--- config.mk ---
export PLATFORM = sky130hd
export DESIGN_NAME = reorder_buffer_flat
export DESIGN_NICKNAME = d
export VERILOG_FILES = /design/src/rtl/reorder_buffer_pkg.sv /design/src/rtl/reorder_buffer_if.sv /design/src/rtl/reorder_buffer.sv /design/src/flat_wrapper.sv
export SDC_FILE = /design/constraint.sdc
export NUM_CORES = 1
export LEC_CHECK = 0
export CORE_MARGIN = 2
export CORE_UTILIZATION = 40
export CTS_CLUSTER_DIAMETER = 60
export CTS_CLUSTER_SIZE = 10
export DETAILED_ROUTE_END_ITERATION = 10
export GPL_ROUTABILITY_DRIVEN = 0
export GPL_TIMING_DRIVEN = 0
export PLACE_DENSITY_LB_ADDON = 0.08
export SLEW_MARGIN = 0
export SYNTH_ARGS = -nofsm -noshare
export SYNTH_HDL_FRONTEND = slang
export SYNTH_SLANG_ARGS = --single-unit
--- constraint.sdc ---
create_clock -name clk -period 9.3 [get_ports clk]
set_input_delay 1.395 -clock clk [delete_from_list [all_inputs] [get_ports clk]]
set_output_delay 1.395 -clock clk [all_outputs]
set_load 0.01 [all_outputs]
--- src/rtl/reorder_buffer_pkg.sv ---
// Shared types and sizing for the reorder buffer: entry layout, pointer widths and walk states.
package reorder_buffer_pkg;

  localparam int ROB_SZ          = 32;
  localparam int ROB_IDX_W       = $clog2(ROB_SZ);
  localparam int PHYS_REG_IDX_SZ = 6;
  localparam int PR_W            = PHYS_REG_IDX_SZ + 1;
  localparam int ARCH_W          = 5;

  typedef logic [ROB_IDX_W-1:0] rob_idx_t;
  typedef logic [ROB_IDX_W:0]   rob_cnt_t;
  typedef logic [PR_W-1:0]      pr_t;
  typedef logic [ARCH_W-1:0]    arch_t;

  typedef struct packed {
    logic  valid;
    logic  complete;
    logic  mispred;
    logic  has_dest;
    arch_t arch;
    pr_t   new_pr;
    pr_t   old_pr;
  } rob_entry_t;

  typedef logic [0:0] rob_state_t;
  localparam rob_state_t NORMAL = 1'b0;
  localparam rob_state_t WALK   = 1'b1;

endpackage

--- src/rtl/reorder_buffer_if.sv ---
// Dispatch / completion / retirement / free-list bundle between the pipeline and the reorder buffer.
interface reorder_buffer_if;
  import reorder_buffer_pkg::*;

  logic     dispatch_en;
  logic     dispatch_has_dest;
  arch_t    dispatch_arch;
  pr_t      dispatch_pr;
  pr_t      dispatch_old_pr;
  logic     dispatch_ok;
  rob_idx_t dispatch_idx;

  logic     complete_en;
  rob_idx_t complete_idx;
  logic     complete_mispred;

  logic     retire_valid;
  arch_t    retire_arch;
  pr_t      retire_pr;

  logic     free_en;
  pr_t      free_pr;

  logic     recovering;
  logic     flush_done;

  modport master (
    output dispatch_en, dispatch_has_dest, dispatch_arch, dispatch_pr, dispatch_old_pr,
    output complete_en, complete_idx, complete_mispred,
    input  dispatch_ok, dispatch_idx, retire_valid, retire_arch, retire_pr,
    input  free_en, free_pr, recovering, flush_done
  );

  modport slave (
    input  dispatch_en, dispatch_has_dest, dispatch_arch, dispatch_pr, dispatch_old_pr,
    input  complete_en, complete_idx, complete_mispred,
    output dispatch_ok, dispatch_idx, retire_valid, retire_arch, retire_pr,
    output free_en, free_pr, recovering, flush_done
  );

endinterface

--- src/rtl/reorder_buffer.sv ---
// In-order retirement buffer: retires completed heads to the free list and, after a retiring
// mispredict, walks from the youngest entry back to the head returning squashed PRs one per cycle.
module reorder_buffer
  import reorder_buffer_pkg::*;
(
  input  logic             clk,
  input  logic             reset,
  reorder_buffer_if.slave  rob
);

  rob_entry_t entries_q [ROB_SZ];
  rob_entry_t entries_d [ROB_SZ];
  rob_idx_t   head_q, head_d;
  rob_idx_t   tail_q, tail_d;
  rob_idx_t   walk_ptr_q, walk_ptr_d;
  rob_cnt_t   count_q, count_d;
  rob_state_t state_q, state_d;
  logic       flush_pend_q, flush_pend_d;

  rob_entry_t head_e, walk_e;
  logic       is_normal, do_dispatch, do_retire;

  assign head_e      = entries_q[head_q];
  assign walk_e      = entries_q[walk_ptr_q];
  assign is_normal   = (state_q == NORMAL);
  assign do_dispatch = rob.dispatch_en && rob.dispatch_ok;
  assign do_retire   = is_normal && head_e.valid && head_e.complete;

  // Outputs depend on registered state only, so a same-cycle retire cannot open a slot.
  always_comb begin
    rob.dispatch_ok  = is_normal && (count_q < rob_cnt_t'(ROB_SZ));
    rob.dispatch_idx = tail_q;
    rob.retire_valid = do_retire;
    rob.retire_arch  = do_retire ? head_e.arch   : '0;
    rob.retire_pr    = do_retire ? head_e.new_pr : '0;
    rob.recovering   = !is_normal;
    rob.flush_done   = flush_pend_q;
    if (is_normal) begin
      rob.free_en = do_retire && head_e.has_dest;
      rob.free_pr = rob.free_en ? head_e.old_pr : '0;
    end else begin
      rob.free_en = walk_e.valid && walk_e.has_dest;
      rob.free_pr = rob.free_en ? walk_e.new_pr : '0;
    end
  end

  always_comb begin
    // NOTE: every next-state signal gets a default first so no path leaves it unassigned (no latch).
    entries_d    = entries_q;
    head_d       = head_q;
    tail_d       = tail_q;
    walk_ptr_d   = walk_ptr_q;
    count_d      = count_q;
    state_d      = state_q;
    flush_pend_d = 1'b0;

    if (is_normal) begin
      if (rob.complete_en && entries_q[rob.complete_idx].valid) begin
        entries_d[rob.complete_idx].complete = 1'b1;
        entries_d[rob.complete_idx].mispred  = rob.complete_mispred;
      end

      if (do_dispatch) begin
        entries_d[tail_q] = '{valid:    1'b1,
                              complete: 1'b0,
                              mispred:  1'b0,
                              has_dest: rob.dispatch_has_dest,
                              arch:     rob.dispatch_arch,
                              new_pr:   rob.dispatch_pr,
                              old_pr:   rob.dispatch_old_pr};
        tail_d = tail_q + rob_idx_t'(1);
      end

      if (do_retire) begin
        entries_d[head_q].valid = 1'b0;
        head_d                  = head_q + rob_idx_t'(1);
      end

      case ({do_dispatch, do_retire})
        2'b10:   count_d = count_q + rob_cnt_t'(1);
        2'b01:   count_d = count_q - rob_cnt_t'(1);
        default: count_d = count_q;
      endcase

      // A retiring mispredict squashes everything younger, including a same-cycle dispatch.
      if (do_retire && head_e.mispred) begin
        if (count_d != '0) begin
          state_d    = WALK;
          walk_ptr_d = tail_d - rob_idx_t'(1);
        end else begin
          flush_pend_d = 1'b1;
        end
      end
    end else begin
      entries_d[walk_ptr_q].valid = 1'b0;
      if (walk_ptr_q == head_q) begin
        state_d      = NORMAL;
        tail_d       = head_q;
        count_d      = '0;
        flush_pend_d = 1'b1;
      end else begin
        walk_ptr_d = walk_ptr_q - rob_idx_t'(1);
      end
    end
  end

  always_ff @(posedge clk) begin
    // NOTE: non-blocking assignments for all state so every flop samples pre-edge values.
    if (reset) begin
      head_q       <= '0;
      tail_q       <= '0;
      walk_ptr_q   <= '0;
      count_q      <= '0;
      state_q      <= NORMAL;
      flush_pend_q <= 1'b0;
      // NOTE: only the status bits of the entry array are reset; payload is qualified by valid.
      for (int i = 0; i < ROB_SZ; i++) begin
        entries_q[i].valid    <= 1'b0;
        entries_q[i].complete <= 1'b0;
        entries_q[i].mispred  <= 1'b0;
      end
    end else begin
      head_q       <= head_d;
      tail_q       <= tail_d;
      walk_ptr_q   <= walk_ptr_d;
      count_q      <= count_d;
      state_q      <= state_d;
      flush_pend_q <= flush_pend_d;
      entries_q    <= entries_d;
    end
  end

endmodule
--- src/flat_wrapper.sv ---
// flat-port wrapper written by rule: the top's interface ports become plain ports
module reorder_buffer_flat import reorder_buffer_pkg::*;
  (clk, reset, rob_dispatch_en, rob_dispatch_has_dest, rob_dispatch_arch, rob_dispatch_pr, rob_dispatch_old_pr, rob_complete_en, rob_complete_idx, rob_complete_mispred, rob_dispatch_ok, rob_dispatch_idx, rob_retire_valid, rob_retire_arch, rob_retire_pr, rob_free_en, rob_free_pr, rob_recovering, rob_flush_done);
  reorder_buffer_if rob_i ();
  input  logic clk;
  input  logic reset;
  input wire logic [$bits(rob_i.dispatch_en)-1:0] rob_dispatch_en;
  input wire logic [$bits(rob_i.dispatch_has_dest)-1:0] rob_dispatch_has_dest;
  input wire logic [$bits(rob_i.dispatch_arch)-1:0] rob_dispatch_arch;
  input wire logic [$bits(rob_i.dispatch_pr)-1:0] rob_dispatch_pr;
  input wire logic [$bits(rob_i.dispatch_old_pr)-1:0] rob_dispatch_old_pr;
  input wire logic [$bits(rob_i.complete_en)-1:0] rob_complete_en;
  input wire logic [$bits(rob_i.complete_idx)-1:0] rob_complete_idx;
  input wire logic [$bits(rob_i.complete_mispred)-1:0] rob_complete_mispred;
  output wire logic [$bits(rob_i.dispatch_ok)-1:0] rob_dispatch_ok;
  output wire logic [$bits(rob_i.dispatch_idx)-1:0] rob_dispatch_idx;
  output wire logic [$bits(rob_i.retire_valid)-1:0] rob_retire_valid;
  output wire logic [$bits(rob_i.retire_arch)-1:0] rob_retire_arch;
  output wire logic [$bits(rob_i.retire_pr)-1:0] rob_retire_pr;
  output wire logic [$bits(rob_i.free_en)-1:0] rob_free_en;
  output wire logic [$bits(rob_i.free_pr)-1:0] rob_free_pr;
  output wire logic [$bits(rob_i.recovering)-1:0] rob_recovering;
  output wire logic [$bits(rob_i.flush_done)-1:0] rob_flush_done;
  assign rob_i.dispatch_en = rob_dispatch_en;
  assign rob_i.dispatch_has_dest = rob_dispatch_has_dest;
  assign rob_i.dispatch_arch = rob_dispatch_arch;
  assign rob_i.dispatch_pr = rob_dispatch_pr;
  assign rob_i.dispatch_old_pr = rob_dispatch_old_pr;
  assign rob_i.complete_en = rob_complete_en;
  assign rob_i.complete_idx = rob_complete_idx;
  assign rob_i.complete_mispred = rob_complete_mispred;
  assign rob_dispatch_ok = rob_i.dispatch_ok;
  assign rob_dispatch_idx = rob_i.dispatch_idx;
  assign rob_retire_valid = rob_i.retire_valid;
  assign rob_retire_arch = rob_i.retire_arch;
  assign rob_retire_pr = rob_i.retire_pr;
  assign rob_free_en = rob_i.free_en;
  assign rob_free_pr = rob_i.free_pr;
  assign rob_recovering = rob_i.recovering;
  assign rob_flush_done = rob_i.flush_done;
  reorder_buffer u_core (.clk(clk), .reset(reset), .rob(rob_i));
endmodule
== Word level (Yosys, flattened, before mapping) ==
Index checks and enable logic that the tools add are counted.
Cells by class
  add/sub/neg operators: 6
  muxes and demuxes: 56
  bitwise gates (word level): 5
  magnitude comparators: 9
  equal/unequal tests: 5
  reduce and logical (&&, ||, !) cells: 17
Operators with widths (count)
  $mux W736: 6
  $bwmux W736: 5
  $demux W23 S5: 5
  $bmux W23 S5: 3
  $mux W23: 9
  $mux W5: 9
  $mux W7: 4
  $ge A6 B6 Y1 const B: 4
  $lt A6 B1 Y1 const B: 4
  $not A5 Y6: 4
  $mux W22: 1
  $mux W21: 1
  $mux W6: 3
  $logic_and A1 B1 Y1: 12
  $pmux W6 S2: 1
  $add A5 B1 Y5 const B: 2
  $sub A5 B1 Y5 const B: 2
  $mux W1: 9
  $add A6 B1 Y6 const B: 1
  $lt A6 B6 Y1 const B: 1
  $reduce_bool A6 Y1: 1
  $sub A6 B1 Y6 const B: 1
  $eq A5 B5 Y1: 1
  $ne A2 B2 Y1 const B: 2
  other kinds (6): 7
Word-level totals
  input bits: 30
  output and inout port bits: 29
  flip-flop bits (word level): 759
  logic and storage cells: 328

== Longest topological paths before layout ==
  depth after elaboration: 15
  gate-level depth with buffers: 21
  depth with buffers taken out: 16

== Worst setup path before layout ==
OpenSTA, ideal clock, no wires.
  path type: in2reg
  from: input port rob_dispatch_en
  to: register u_core.walk_ptr_q[4]
  library setup time: 0.133 ns
  path buffers: 3
  arrival time: 4.429 ns
  slack: 4.738 ns
  cell stages on the path: 16
  required time: 9.167 ns
  cell sequence: nor3b_1 > clkbuf_1 > inv_1 > ha_1 > clkbuf_1 > xor2_1 > ha_1 > a21o_1 > a22oi_1 > nor2_1 > o311ai_0 > nand4_1 > a32o_1 > buf_6 > mux2i_1 > a31oi_1
Between the ends
  word-level cells in the longest chain between the ends: 7
  elaborated cells between the ends (all ways): 14
  those cells by class: add/sub (1); eq/ne (2); mux (7); reduce/logical (4)
RTL lines
  from (decl): RTL line flat_wrapper.sv:7  | input wire logic [$bits(rob_i.dispatch_en)-1:0] rob_dispatch_en;
  $logic_and A1 B1 Y1 (*): RTL line reorder_buffer.sv:26  | assign do_dispatch = rob.dispatch_en && rob.dispatch_ok;
  $mux W5, or another cell as far along: RTL line reorder_buffer.sv:63  | if (do_dispatch) begin
  $mux W5 or $pmux W6 S2 (tied branches): RTL line reorder_buffer.sv:57, reorder_buffer.sv:79
  $sub A5 B1 Y5 or $mux W6 (tied branches): RTL line reorder_buffer.sv:89, reorder_buffer.sv:57
  $mux W5 or $reduce_bool A6 Y1 (tied branches): RTL line reorder_buffer.sv:87  | if (count_d != '0) begin
  $mux W5 or $reduce_bool A2 Y1 (tied branches)
  $mux W5 or $reduce_and A3 Y1 (tied branches)
  to (signal assigned): RTL line reorder_buffer.sv:125  | walk_ptr_q <= walk_ptr_d;
  to (decl): RTL line reorder_buffer.sv:15  | rob_idx_t walk_ptr_q, walk_ptr_d;
Every way passes the cells marked *; elsewhere a longest branch is shown, timed or not. The select of a mux whose other input is x is not followed.
A chain may end at the register's enable or synchronous reset.

== Final worst setup path ==
  from: register u_core.walk_ptr_q[1]
  to: output port rob_free_pr[6]
Between the ends
  word-level cells in the longest chain between the ends: 7
RTL lines
  $not A5 Y6 (implied by the code) (*): RTL line reorder_buffer.sv:24  | assign walk_e = entries_q[walk_ptr_q];
  $bmux W23 S5 (*): RTL line reorder_buffer.sv:24
  $mux W23 (implied by the code) (*) (2 in series): RTL line reorder_buffer.sv:24
  $logic_and A1 B1 Y1: RTL line reorder_buffer.sv:42  | rob.free_en = walk_e.valid && walk_e.has_dest;
  $mux W7 (*): RTL line reorder_buffer.sv:43  | rob.free_pr = rob.free_en ? walk_e.new_pr : '0;
  $mux W7 (*): RTL line reorder_buffer.sv:38  | if (is_normal) begin
  to (decl): RTL line flat_wrapper.sv:21  | output wire logic [$bits(rob_i.free_pr)-1:0] rob_free_pr;
Marked as above.

==> metrics.yaml <==
clock_tree:
  cts_max_level: 3
  cts_setup_buffers: 0
  cts_tree: "done"
  cts_buffers: 95
  post_cts_resized: 0
  cts_sinks: 759
  clkTransAtPathRegs_ns: 0.06
  cts.hold.buffers_added: 0
  clockRootBuffer: "clkbuf_16"
  insertion_delay_ns: 0.69
  clockBufferDepth: 3
route:
  wl_mm: 163.3
  remaining_drc_errors: 0
  drtIter0Drc: 4231
  num_vias: 28750
  dr.pass1.iters: 6
  ant_nets: 0
  avgViaCountPerCell: 6.671
  wire_per_inst_um: 37.90
timing:
  slew_headroom: -0.03277
  worstMarginPinSlew_ns: 1.549
  max_freq_mhz: 132.1
  fin_skew_ns: 0.02770
  setup_viol: 0
  min_period_ns: 7.570
  fin_crit_sh: 0.8139
  hold_viol_final: 0
  fin_setup_tns_ns: 0
  rsz0062_at_grt: "false"
  maxSlewViolCount: 11
yosys:
  ys_seq_area_frac: 0.5718
  netlist_instances: 2833
  synth.distinct_cells: 74
  yosysTopAreaCell: "edfxtp_1"
  synth_area_leaders: "edfxtp_1 51%, mux4_2 15%, and3_1 7.8%"
  synthArstFlopShare: 0
  synth_ff_type: "edfxtp_1"
  yosysMostFrequentCell: "edfxtp_1"
  syn_nets: 2875
  synth_top_area_share: 0.5087
  synth_commonest_cells: "640 x edfxtp_1, 474 x and3_1, 292 x nor2_1, 258 x mux4_2, 227 x clkbuf_1"
  ys_seq_elements: 759
  synth_area_mm2: 0.03778
  avgSynthCellArea_um2: 13.34
  synth_warnings: 0
  synth_edf_count: 640
power:
  pwr-share-comb: 0.040
  seq_power_share: 0.493
  power_density_mw_per_mm2: 172.7
  leakagePower_nw: 14.34
  intPower_w: 0.005704
  p_sw_w: 0.001759
  clkPwrFrac: 0.467
  p_sw_frac: 0.2357
  peakVddDrop_v: 0.0001506
global_routing:
  antenna_found_initial: 11
  grt_overflow: 0
  grt_usage: 0.3308
  grt_pass1_vias: 28500
  grt_max_degree: 21
  grt_first_pass_wirelength_mm: 223.1
floorplanning:
  die_h_um: 311.3
  die_area_mm2: 0.09692
  die_w_um: 311.3
  core_area_mm2: 0.09347
  ioPinCount: 59
  placementRows: 112
  start_util: 0.4042
place:
  dp_hpwl_mm: 116.7
  place_area_mm2: 0.04040
  io_buffer_count: 53
worst_setup_path:
  path_cells: "buf_2, buf_2, buf_1, clkbuf_1, mux4_2, o22ai_1, nor4_1, a32o_1, clkdlybuf4s50_1"
  start_kind: "flip-flop"
  path_class: "reg -> out"
  crit_path_top_delay_cell: "clkbuf_1"
  reg2reg_depth: 20
  cp_max_fo: 10
  crit_arrival_ns: 6.17
  crit_path_end_kind: "output port"
  crit_required_ns: 7.91
  cpPeakStageDelay_ns: 1.08
  crit_path_frequent_cell: "buf_2"
  reg2reg_slack_ns: 2.35
finish:
  fillers: 8461
  layout-drive-gt1-share: 0.1821
  fin_nets: 3048
  area_delta_synth_final_pct: 14.40
  fin_area_mm2: 0.04322
run:
  cap_violations: 3
worst_hold_path:
  hold_path_depth: 2
  min_path_type: "reg -> reg"
run_status:
  status: "finished, violations left"
  violations: "capacitance limit, slew limit"
[layout make-up]
cell class	instances	area, um2	share of cell area
Antenna cell	2	5.005	0.0001158
Buffer	318	1410	0.03263
Clock buffer	116	2466	0.05706
Clock inverter	29	346.6	0.008019
Inverter	9	33.78	0.0007817
Multi-Input combinational cell	1747	14880	0.3442
Sequential cell	759	21600	0.4998
Tap cell	1254	1569	0.03630
Timing Repair Buffer	76	909.6	0.02105
[layer usage]
| layer | part of all wire | GRT usage | vias up | wire length (um) |
|---|---|---|---|---|
| li1 | - | - | 11480 | - |
| met1 | 0.37 | 0.4163 | 14780 | 60380 |
| met2 | 0.46 | 0.5201 | 1981 | 75370 |
| met3 | 0.096 | 0.07527 | 500 | 15640 |
| met4 | 0.073 | 0.2031 | 10 | 11900 |
| met5 | 0.00039 | 0 | - | 64 |
[critical path: cells and delay by family (launching register included)]
family	cells	cell delay, ns
and+or+nand+nor	1	0.86
AOI/OAI and AO/OA	2	0.39
muxes	1	0.51
buffers and inverters	5	3.40
DFF	1	0.30
[registers in the layout, indices dropped and copies added (netlist names)]
| register | count |
|---|---|
| u_core.count_q | 6 |
| u_core.entries_q | 736 |
| u_core.head_q | 5 |
| u_core.rob.dispatch_idx | 5 |
| u_core.rob.flush_done | 1 |
| u_core.rob.recovering | 1 |
| u_core.walk_ptr_q | 5 |
[worst paths after layout]
check / end / start
max: rob_free_pr[6] / u_core.walk_ptr_q[1]
min: u_core.entries_q[550] / u_core.entries_q[550]
max reg2reg: u_core.walk_ptr_q[4] / u_core.head_q[3]
min reg2reg: u_core.entries_q[550] / u_core.entries_q[550]
[per-stage QoR]
stage	hold WS (ns)	power [W]	instances	setup slack, ns	util
2_1_floorplan	0.4807	0.003894	2833	4.738	-
3_3_place_gp	0.4927	0.004031	4140	2.326	0.4266
3_5_place_dp	0.4994	0.004039	4163	2.579	0.4322
4_1_cts	0.5099	0.007460	4308	2.022	0.4623
5_1_grt	0.5259	0.007612	4308	1.865	0.4623
6_report	0.5132	0.007464	4310	1.730	0.4624
[layout by cell type, fill, tap and decap left out, types with 59 or more instances in the layout]
cell / count
nand2_1: 98
o22ai_1: 64
o21ai_0: 59
mux4_2: 258
edfxtp_1: 640
clkbuf_16: 95
nor2_1: 260
and3_1: 474
dfxtp_1: 119
clkbuf_1: 247
[power by group through the flow]
stage | sequential [W] | combinational [W] | clock (W)
after CTS | 0.00368 | 0.000289 | 0.00349
after floorplan | 0.00374 | 0.000150 | 0
after detailed placement | 0.00375 | 0.000288 | 0
after global placement | 0.00375 | 0.000281 | 0
final | 0.00368 | 0.000296 | 0.00348
after global routing | 0.00368 | 0.000308 | 0.00362
[logic make-up after synthesis]
kind of cell,after synthesis,synth area share
mux,318,0.1699
flops,759,0.5718
xor+xnor,17,0.003941
buf+inv,327,0.03815
compound gates,373,0.06736
simple gates,1027,0.1449
fa+ha+maj,12,0.003974
Power figures use the tool's default switching activity.
